[config.mk]
export PLATFORM = sky130hd
export DESIGN_NAME = rf_wb_sched
export DESIGN_NICKNAME = d
export VERILOG_FILES = /design/src/rtl/core_pkg.sv /design/src/rtl/rf_res_fifo.sv /design/src/rtl/rf_wb_sched.sv
export SDC_FILE = /design/constraint.sdc
export NUM_CORES = 1
export LEC_CHECK = 0
export CAP_MARGIN = 10
export CORE_UTILIZATION = 57
export CTS_BUF_LIST = sky130_fd_sc_hd__clkbuf_8
export CTS_CLUSTER_DIAMETER = 200
export DETAILED_ROUTE_END_ITERATION = 7
export GPL_TIMING_DRIVEN = 0
export PLACE_DENSITY = 0.95
export SKIP_CTS_REPAIR_TIMING = 1
export SYNTH_ARGS = -nofsm -noshare
export SYNTH_HDL_FRONTEND = slang
export SYNTH_HIERARCHICAL = 1
export SYNTH_SLANG_ARGS = --single-unit
[constraint.sdc]
create_clock -name clk -period 11.1 [get_ports clk]
set_input_delay 3.33 -clock clk [delete_from_list [all_inputs] [get_ports clk]]
set_output_delay 3.33 -clock clk [all_outputs]
set_load 0.01 [all_outputs]
[src/rtl/core_pkg.sv]
// Shared core types and constants for the register-file write path.
package core_pkg;

    localparam int XLEN      = 32;
    localparam int REG_COUNT = 32;

    typedef struct packed {
        logic [4:0]      rd;
        logic [XLEN-1:0] data;
    } rf_wr_t;

    function automatic logic [5:0] popcount_busy(input logic [REG_COUNT-1:0] v);
        logic [5:0] cnt;
        cnt = 6'd0;
        for (int i = 0; i < REG_COUNT; i++) begin
            cnt = cnt + {5'd0, v[i]};
        end
        return cnt;
    endfunction

endpackage

[src/rtl/rf_res_fifo.sv]
// Small synchronous FIFO holding multicycle results until they win the write port.
module rf_res_fifo #(
    parameter int WIDTH = 37,
    parameter int DEPTH = 2
) (
    input  logic                       clk,
    input  logic                       rst,
    input  logic                       push,
    input  logic [WIDTH-1:0]           push_data,
    input  logic                       pop,
    output logic [WIDTH-1:0]           head,
    output logic [$clog2(DEPTH):0]     count
);

    localparam int PW = $clog2(DEPTH);
    localparam int CW = $clog2(DEPTH) + 1;
    localparam logic [CW-1:0] DEPTH_C = CW'(DEPTH);

    logic [WIDTH-1:0] mem_q [DEPTH];
    logic [PW-1:0]    wr_ptr_q;
    logic [PW-1:0]    rd_ptr_q;
    logic [CW-1:0]    count_q;
    logic             do_push_s;
    logic             do_pop_s;

    assign do_push_s = push && (count_q != DEPTH_C);
    assign do_pop_s  = pop && (count_q != {CW{1'b0}});
    assign head      = mem_q[rd_ptr_q];
    assign count     = count_q;

    // Storage carries no reset; validity is tracked by count_q alone.
    always_ff @(posedge clk) begin
        if (do_push_s) begin
            mem_q[wr_ptr_q] <= push_data;
        end
    end

    // Pointers wrap naturally because DEPTH is a power of two.
    always_ff @(posedge clk) begin
        if (rst) begin
            wr_ptr_q <= {PW{1'b0}};
            rd_ptr_q <= {PW{1'b0}};
            count_q  <= {CW{1'b0}};
        end else begin
            if (do_push_s) begin
                wr_ptr_q <= wr_ptr_q + PW'(1);
            end
            if (do_pop_s) begin
                rd_ptr_q <= rd_ptr_q + PW'(1);
            end
            case ({do_push_s, do_pop_s})
                2'b10:   count_q <= count_q + CW'(1);
                2'b01:   count_q <= count_q - CW'(1);
                default: count_q <= count_q;
            endcase
        end
    end

endmodule

[src/rtl/rf_wb_sched.sv]
// Write-port scheduler for the 2R1W register file: arbitrates pipeline writeback
// against buffered multicycle results and keeps the busy scoreboard for decode.
module rf_wb_sched #(
    parameter int XLEN            = 32,
    parameter int BUF_DEPTH       = 2,
    parameter int MAX_OUTSTANDING = 4,
    parameter int STARVE_LIMIT    = 4
) (
    input  logic            clk,
    input  logic            rst,
    input  logic            pipeline_en,
    input  logic            wb_valid,
    input  logic [4:0]      wb_rd,
    input  logic [XLEN-1:0] wb_data,
    input  logic            mc_issue_valid,
    input  logic [4:0]      mc_issue_rd,
    output logic            mc_issue_ready,
    input  logic            mc_res_valid,
    input  logic [4:0]      mc_res_rd,
    input  logic [XLEN-1:0] mc_res_data,
    output logic            mc_res_ready,
    input  logic [4:0]      dec_rs1,
    input  logic [4:0]      dec_rs2,
    input  logic [4:0]      dec_rd,
    input  logic            dec_use_rs1,
    input  logic            dec_use_rs2,
    input  logic            dec_use_rd,
    output logic            hazard,
    output logic            wb_hold,
    output logic            rf_en,
    output logic            rf_wen,
    output logic [4:0]      rf_rd,
    output logic [XLEN-1:0] rf_wdata,
    output logic            err_spurious
);

    import core_pkg::*;

    localparam int CW = $clog2(BUF_DEPTH) + 1;
    localparam int AW = $clog2(STARVE_LIMIT) + 1;
    localparam logic [CW-1:0] DEPTH_C   = CW'(BUF_DEPTH);
    localparam logic [AW-1:0] STARVE_C  = AW'(STARVE_LIMIT);
    localparam logic [5:0]    MAX_OUT_C = 6'(MAX_OUTSTANDING);

    logic [REG_COUNT-1:0] busy_q, busy_d, busy_fwd_s;
    logic [AW-1:0]        age_q, age_d;
    logic                 err_q, err_d;
    logic [CW-1:0]        count_s;
    rf_wr_t               head_s, push_data_s;
    logic                 push_s, pop_s, issue_fire_s, hold_s;
    logic [5:0]           outstanding_s;

    assign push_data_s = '{rd: mc_res_rd, data: mc_res_data};

    rf_res_fifo #(
        .WIDTH ($bits(rf_wr_t)),
        .DEPTH (BUF_DEPTH)
    ) u_fifo (
        .clk       (clk),
        .rst       (rst),
        .push      (push_s),
        .push_data (push_data_s),
        .pop       (pop_s),
        .head      (head_s),
        .count     (count_s)
    );

    // Write-port arbitration: forced drain, then pipeline, then opportunistic drain.
    always_comb begin
        hold_s   = (count_s != {CW{1'b0}}) && ((count_s == DEPTH_C) || (age_q >= STARVE_C));
        pop_s    = 1'b0;
        rf_wen   = 1'b0;
        rf_rd    = 5'd0;
        rf_wdata = {XLEN{1'b0}};
        rf_en    = pipeline_en;
        if (hold_s) begin
            pop_s    = 1'b1;
            rf_wen   = 1'b1;
            rf_rd    = head_s.rd;
            rf_wdata = head_s.data;
            rf_en    = 1'b1;
        end else if (pipeline_en && wb_valid) begin
            rf_wen   = 1'b1;
            rf_rd    = wb_rd;
            rf_wdata = wb_data;
            rf_en    = 1'b1;
        end else if (count_s != {CW{1'b0}}) begin
            pop_s    = 1'b1;
            rf_wen   = 1'b1;
            rf_rd    = head_s.rd;
            rf_wdata = head_s.data;
            rf_en    = 1'b1;
        end else begin
            rf_wen   = 1'b0;
            rf_en    = pipeline_en;
        end
    end

    // Decode sees the popped register as free: the reg_file bypass supplies its value.
    always_comb begin
        busy_fwd_s = busy_q;
        if (pop_s) begin
            busy_fwd_s[head_s.rd] = 1'b0;
        end else begin
            busy_fwd_s = busy_q;
        end
        hazard = (dec_use_rs1 && busy_fwd_s[dec_rs1]) ||
                 (dec_use_rs2 && busy_fwd_s[dec_rs2]) ||
                 (dec_use_rd  && busy_fwd_s[dec_rd])  ||
                 hold_s;
        wb_hold = hold_s;
    end

    // Handshakes look at registered busy only, so a register freed this cycle waits one.
    always_comb begin
        outstanding_s  = popcount_busy(busy_q);
        mc_issue_ready = !rst && !busy_q[mc_issue_rd] && (outstanding_s < MAX_OUT_C) &&
                         pipeline_en && !hold_s;
        mc_res_ready   = !rst && (count_s < DEPTH_C);
        issue_fire_s   = mc_issue_valid && mc_issue_ready;
        push_s         = mc_res_valid && mc_res_ready;
    end

    // Next-state for scoreboard, starvation age and sticky error.
    always_comb begin
        busy_d = busy_fwd_s;
        if (issue_fire_s && (mc_issue_rd != 5'd0)) begin
            busy_d[mc_issue_rd] = 1'b1;
        end else begin
            busy_d = busy_fwd_s;
        end
        busy_d[0] = 1'b0;
        err_d = err_q || (push_s && (mc_res_rd != 5'd0) && !busy_q[mc_res_rd]);
        if ((count_s == {CW{1'b0}}) || pop_s) begin
            age_d = {AW{1'b0}};
        end else if (age_q < STARVE_C) begin
            age_d = age_q + AW'(1);
        end else begin
            age_d = age_q;
        end
    end

    // State registers.
    always_ff @(posedge clk) begin
        if (rst) begin
            busy_q <= {REG_COUNT{1'b0}};
            age_q  <= {AW{1'b0}};
            err_q  <= 1'b0;
        end else begin
            busy_q <= busy_d;
            age_q  <= age_d;
            err_q  <= err_d;
        end
    end

    assign err_spurious = err_q;

endmodule

==> reports/qor.csv, run 1 <==
stage;metric;value;unit
floorplanning;die_x;116;µm
placed_design;globalplace.congestion;0.964;
final_layout;drive_gt1_share;16.8;%
final_layout;area_delta_synth_final;26.8;%
setup_path;slowest_stage;o41ai_1;
final_layout;final_cell_area;9330;µm²
clocking;tritoncts;yes;
grt;grt_pass1_wl;35200;µm
setup_path;required;7.77;ns
placed_design;dp_hpwl;17400;µm
grt;grt_pass1_vias;6390;
timing;skew;0.00681;ns
timing;rsz0062_at_grt;false;
timing;worst_slew_pin_slew;1.41;ns
setup_path;crit_type;input port to output pin;
yosys;synth_edf_count;74;
placed_design;numPortBuffers;137;
detailed_routing;vias;6318;
final_layout;diodes;0;
setup_path;crit_path_end_kind;output pin;
yosys;async_reset_ff_share;0;%
timing;hold_violations;0;
clocking;cts_made_buffers;17;
min_path;holdPathStages;1;
final_layout;final_cell_mix;137 x clkdlybuf4s50_1, 74 x edfxtp_1, 59 x inv_1;
setup_path;worst-endpoint-arrival;6.91;ns
grt;antenna_found_initial;0;
yosys;postSynth.topFlopCell;edfxtp_1;
clocking;clock_path_buffers;2;
floorplanning;start_util;58.3;%
placed_design;placed_area;8970;µm²
yosys;syn_nets;768;
clocking;cts_root_buf;clkbuf_8;
floorplanning;core;12600;µm²
timing;fin_crit_sh;92.2;%
timing;slew_violations;0;
grt;grt_overflow;0;
floorplanning;io_pins;147;
timing;tns;0;ns
setup_path;r2r_cells;18;
grt;grt_max_degree;38;
setup_path;start_kind;input port;
timing;fmax;97.7;MHz
detailed_routing;routed_wl;23300;µm
outcome;run_status;finished clean;
floorplanning;rows;41;
detailed_routing;drt_drc_violations_left;0;
clocking;insertion_delay;0.44;ns
yosys;syn_area_per_cell;11.6;µm²
yosys;seq_area_frac_synth;41.1;%
clocking;clock_sinks;114;
yosys;synth-seq-cells;114;
setup_path;cpPeakStageDelay;1.21;ns
clocking;htree_levels;4;
min_path;hp-class;register to register;
timing;period_needed;10.24;ns
floorplanning;dieArea;13400;µm²
timing;worst_hold_slack;0.448;ns
timing;relSlewSlack;4.61;%
timing;setup_viol;0;
yosys;synth_cell_types;65;
detailed_routing;avgRoutedWirePerCell;23.9;µm
final_layout;mostFrequentLayoutCell;clkdlybuf4s50_1;
yosys;yosys_warnings;6;
run;cap_violations;0;
power;power_density;132;nW/µm²
setup_path;crit_fanout;10;
detailed_routing;drt_first_pass_iters;5;
final_layout;fin_nets;925;
clocking;cts.clk_slew.worst_paths;0.07;ns
yosys;syn-cell-area;7360;µm²
grt;grtUsageTotal;36.4;%
detailed_routing;via_per_inst;6.49;
final_layout;final_util;73.9;%
power;p_leak;3.26;nW
setup_path;path_cells;clkdlybuf4s50_1 -> and4b_1 -> buf_6 -> buf_6 -> o41ai_1 -> mux4_2 -> a2111oi_0 -> a41oi_1 -> nand4_1 -> clkdlybuf4s50_1;
floorplanning;die_h;116;µm
detailed_routing;first_iter_violations;772;
placed_design;dpl_worst_slack;0.943;ns
detailed_routing;postRouteAntennaNets;0;
power;peakVddDrop;0.0820;mV
yosys;synthCells;634;
timing;worst_slack;0.865;ns
-- worst paths after layout --
check,from,end,slack (ns)
worst min register to register,age_q[0],age_q[0],0.45
worst min-delay path,age_q[0],age_q[0],0.45
worst max register to register,busy_q[1],busy_q[1],5.36
worst max-delay path,pipeline_en,hazard,0.86
-- final cells by class --
| cell class | instances | area, µm² |
|---|---|---|
| buffer | 48 | 238 |
| clock buffer | 17 | 234 |
| clock inverter | 13 | 123 |
| fill | 858 | 3290 |
| inverter | 61 | 229 |
| multi-input combinational | 411 | 3870 |
| sequential | 114 | 3020 |
| tap | 172 | 215 |
| timing repair buffer | 138 | 1390 |
-- cells in the mapped netlist (4+ instances only) --
library cell,count,area [µm²]
and3b_1,5,43.8
mux2i_1,24,240
buf_4,4,30.0
dfxtp_1,40,801
mux4_2,24,541
o2111ai_1,4,35.0
nand2_1,26,97.6
nand3_1,16,80.1
buf_2,10,50.1
or3_1,6,37.5
nor3_1,10,50.1
a211oi_1,7,52.6
o41ai_2,14,228
nand3b_1,7,52.6
clkbuf_1,25,93.8
o21ai_0,4,20.0
ha_1,10,125
a21oi_1,27,135
nor3b_1,7,52.6
a22o_1,37,324
o22ai_1,7,43.8
inv_1,59,221
buf_1,5,18.8
fa_1,21,420
buf_6,4,45.0
nor2_1,28,105
o41ai_1,11,96.3
o21a_1,5,37.5
o31ai_1,7,52.6
and2_1,8,50.1
mux2_2,39,439
edfxtp_1,74,2220
nand2b_1,5,31.3
o41a_1,5,56.3
-- through the flow --
step / power (mW) / std cells
floorplan: 0.700 / 634
global placement: 0.862 / 943
detailed placement: 0.877 / 944
CTS: 1.23 / 974
global route: 1.28 / 974
finish: 1.23 / 974
-- per-layer routing --
layer	vias up	part of all wire, %	global-route usage, %
met5	-	0	0
met4	0	5.1	20.9
met3	96	10	8.11
met2	416	47	59.7
met1	3057	37	44.4
li1	2749	-	-
-- cell families (layout without fill, tap and decap cells) --
family,count (synthesis),count (layout),synth area share (%)
adders and majority gates,31,31,7.42
muxes,87,87,16.6
and+or+nand+nor,140,140,10.6
DFF,114,114,41.1
xor gates and xnor gates,3,3,0.357
AOI/OAI and AO/OA,150,150,17.6
buffers and inverters,109,277,6.34
-- registers in the layout (all words and copies together) (netlist names), named ones only --
register / cells
u_fifo/rd_ptr_q: 1
u_fifo/count: 2
busy_q: 31
err_spurious: 1
u_fifo/wr_ptr_q: 1
age_q: 3
u_fifo/mem_q: 74
-- worst max-delay path, delay by kind of cell --
kind / cells / cell delay (ns)
AO/OA/AOI/OAI: 3 / 1.51
buffers and inverters: 4 / 1.27
multiplexers: 1 / 0.45
AND/OR/NAND/NOR: 2 / 0.34
-- power by group --
part / internal, mW / leakage (nW) / switching (mW)
clock: 0.192 / 0.179 / 0.163
sequential: 0.475 / 1.00 / 0.0120
combinational: 0.191 / 2.08 / 0.195
(Power assumes the default switching activity.)
==> run 2: changes to the inputs <==
--- a/config.mk
+++ b/config.mk
@@ -6,12 +6,12 @@
 export NUM_CORES = 1
 export LEC_CHECK = 0
 export CAP_MARGIN = 10
-export CORE_UTILIZATION = 57
+export CORE_UTILIZATION = 54
 export CTS_BUF_LIST = sky130_fd_sc_hd__clkbuf_8
 export CTS_CLUSTER_DIAMETER = 200
 export DETAILED_ROUTE_END_ITERATION = 7
 export GPL_TIMING_DRIVEN = 0
-export PLACE_DENSITY = 0.95
+export PLACE_DENSITY = 0.94
 export SKIP_CTS_REPAIR_TIMING = 1
 export SYNTH_ARGS = -nofsm -noshare
 export SYNTH_HDL_FRONTEND = slang
==> constraint.sdc (replaced) <==
create_clock -name clk -period 10.5 [get_ports clk]
set_input_delay 3.15 -clock clk [delete_from_list [all_inputs] [get_ports clk]]
set_output_delay 3.15 -clock clk [all_outputs]
set_load 0.01 [all_outputs]
==> run 2 against run 1 <==
Net effect:
- utilization is 2.7 points lower
- design area is 1.2% higher
- register-to-register slack worse by 0.79 ns
- final cell count is 0.72% higher
- hold slack better by 0.018 ns
- first-iteration DRC count is 11% higher
- clock skew is 0.0029 ns higher
- clock power is 25% higher
==> reports/qor.csv, run 2 (synthesis results as in run 1) <==
stage;metric;value;unit;change
setup_path;crit_path_end_kind;output pin;;unchanged
clocking;insertion_delay;0.43;ns;was 0.44 ns
placed_design;numPortBuffers;137;;unchanged
timing;skew;0.00975;ns;was 0.00681 ns
final_layout;area_delta_synth_final;28.3;%;was 26.8%
detailed_routing;routed_wl;21900;µm;was 23300 µm
setup_path;crit_fanout;10;;unchanged
run;cap_violations;0;;unchanged
clocking;cts_root_buf;clkbuf_8;;unchanged
timing;worst_slew_pin_slew;0.947;ns;was 1.41 ns
floorplanning;core;13200;µm²;was 12600 µm²
floorplanning;start_util;55.5;%;was 58.3%
power;power_density;145;nW/µm²;was 132 nW/µm²
timing;relSlewSlack;36.0;%;was 4.61%
floorplanning;die_x;119;µm;was 116 µm
setup_path;path_cells;clkdlybuf4s50_1 -> and4b_1 -> buf_6 -> buf_6 -> o31ai_1 -> mux4_2 -> nor3b_1 -> or3_1 -> nor4_2 -> nand4_1 -> clkdlybuf4s50_1;;was clkdlybuf4s50_1 -> and4b_1 -> buf_6 -> buf_6 -> o41ai_1 -> mux4_2 -> a2111oi_0 -> a41oi_1 -> nand4_1 -> clkdlybuf4s50_1
setup_path;crit_type;input port to output pin;;unchanged
timing;period_needed;9.73;ns;
clocking;htree_levels;4;;unchanged
timing;slew_violations;0;;unchanged
floorplanning;die_h;119;µm;was 116 µm
timing;worst_slack;0.774;ns;was 0.865 ns
timing;fin_crit_sh;92.6;%;
timing;tns;0;ns;unchanged
final_layout;fill_cells;897;;was 858
floorplanning;dieArea;14100;µm²;was 13400 µm²
power;peakVddDrop;0.0730;mV;was 0.0820 mV
setup_path;required;7.35;ns;was 7.77 ns
timing;hold_violations;0;;unchanged
detailed_routing;drt_drc_violations_left;0;;unchanged
grt;grt_pass1_vias;6424;;was 6390
power;p_leak;3.31;nW;was 3.26 nW
detailed_routing;first_iter_violations;859;;was 772
final_layout;multi_input_area;3870;µm²;unchanged
detailed_routing;avgRoutedWirePerCell;22.3;µm;was 23.9 µm
setup_path;slowest_stage;o31ai_1;;was o41ai_1
clocking;tritoncts;yes;;unchanged
grt;grt_pass1_wl;34500;µm;was 35200 µm
final_layout;final_cell_mix;137 x clkdlybuf4s50_1, 74 x edfxtp_1, 59 x inv_1;;unchanged
final_layout;top_regs;u_fifo/mem_q (74), busy_q (31), age_q (3);;unchanged
setup_path;start_kind;input port;;unchanged
clocking;clock_path_buffers;2;;unchanged
clocking;clock_sinks;114;;unchanged
placed_design;dp_hpwl;16300;µm;was 17400 µm
grt;grt_overflow;0;;unchanged
final_layout;largest_register_ffs;74;;unchanged
timing;setup_viol;0;;unchanged
grt;grt_max_degree;25;;was 38
final_layout;top_register;u_fifo/mem_q;;unchanged
detailed_routing;vias;6287;;was 6318
final_layout;drive_gt1_share;17.4;%;was 16.8%
placed_design;globalplace.congestion;0.964;;about the same
setup_path;critPathBufInv;4;;unchanged
placed_design;dp_cells;949;;was 944
clocking;cts_made_buffers;17;;unchanged
timing;rsz0062_at_grt;false;;unchanged
final_layout;layout.cells.non_filler;981;;was 974
detailed_routing;drt_first_pass_iters;6;;was 5
final_layout;regArea;3020;µm²;unchanged
setup_path;r2r_setup_slack;4.57;ns;was 5.36 ns
placed_design;dpl_worst_slack;0.881;ns;was 0.943 ns
final_layout;fin_nets;926;;was 925
outcome;run_status;finished clean;;unchanged
setup_path;cpLargestDelayFamily;buffers and inverters;;was compound AO/OA/AOI/OAI gates
detailed_routing;via_per_inst;6.41;;was 6.49
timing;worst_hold_slack;0.466;ns;was 0.448 ns
clocking;cts.clk_slew.worst_paths;0.07;ns;about the same
floorplanning;rows;42;;was 41
min_path;hp-class;register to register;;unchanged
setup_path;worst-endpoint-arrival;6.58;ns;was 6.91 ns
floorplanning;io_pins;147;;unchanged
final_layout;diodes;0;;unchanged
setup_path;cpPeakStageDelay;0.74;ns;was 1.21 ns
final_layout;mostFrequentLayoutCell;clkdlybuf4s50_1;;unchanged
detailed_routing;postRouteAntennaNets;0;;unchanged
timing;fmax;103;MHz;
grt;grtUsageTotal;32.1;%;was 36.4%
grt;antenna_found_initial;0;;unchanged
-- run 2: path summary, 6_finish.rpt --
| check | start | endpoint | depth (start not counted) |
|---|---|---|---|
| max | pipeline_en | hazard | 11 |
| min reg2reg | age_q[0] | age_q[0] | 1 |
| min | age_q[0] | age_q[0] | 1 |
| max reg2reg | busy_q[1] | busy_q[1] | 18 |
-- run 2: worst register-to-register path: stages (launching register included) --
cell      delay, ns
dfxtp_1        0.45
inv_1          0.10
fa_1           0.50
fa_1           0.40
inv_1          0.08
fa_1           0.46
fa_1           0.48
fa_1           0.53
inv_1          0.06
fa_1           0.54
inv_1          0.05
ha_1           0.28
nor4_1         0.45
nand2_1        0.14
nor4_2         0.26
nand4_1        0.34
nand2b_1       0.37
nand2b_1       0.21
a21oi_1        0.17
-- run 2: metal layers --
metal,vias up,track usage (%),share of wire [%]
met3,96,7.58,10
met2,468,54.3,48
met5,-,0,0
met1,2966,38.5,38
met4,0,15.3,4.7
li1,2757,-,-
-- run 2: final cells by class --
class	count	area share, %
Multi-Input combinational cell	411	41.1
Sequential cell	114	32.0
Timing Repair Buffer	139	15.1
Clock buffer	18	2.63
Buffer	48	2.52
Inverter	61	2.43
Tap cell	176	2.33
Clock inverter	14	1.88
-- run 2: per-stage QoR --
stage          utilization [%]  cell area [µm²]  power, mW
6_report                  71.2             9440       1.37
5_1_grt                   71.2             9440       1.41
4_1_cts                   71.2             9440       1.36
3_5_place_dp              68.0             9010      0.927
3_3_place_gp              67.6             8950      0.914
2_1_floorplan                -             7360      0.740
-- run 2: where the power goes --
part / switching (mW) / internal (mW) / leakage, nW
Sequential: 0.0114 / 0.501 / 1.00
Clock: 0.197 / 0.244 / 0.214
Combinational: 0.208 / 0.205 / 2.10
Total: 0.416 / 0.951 / 3.31
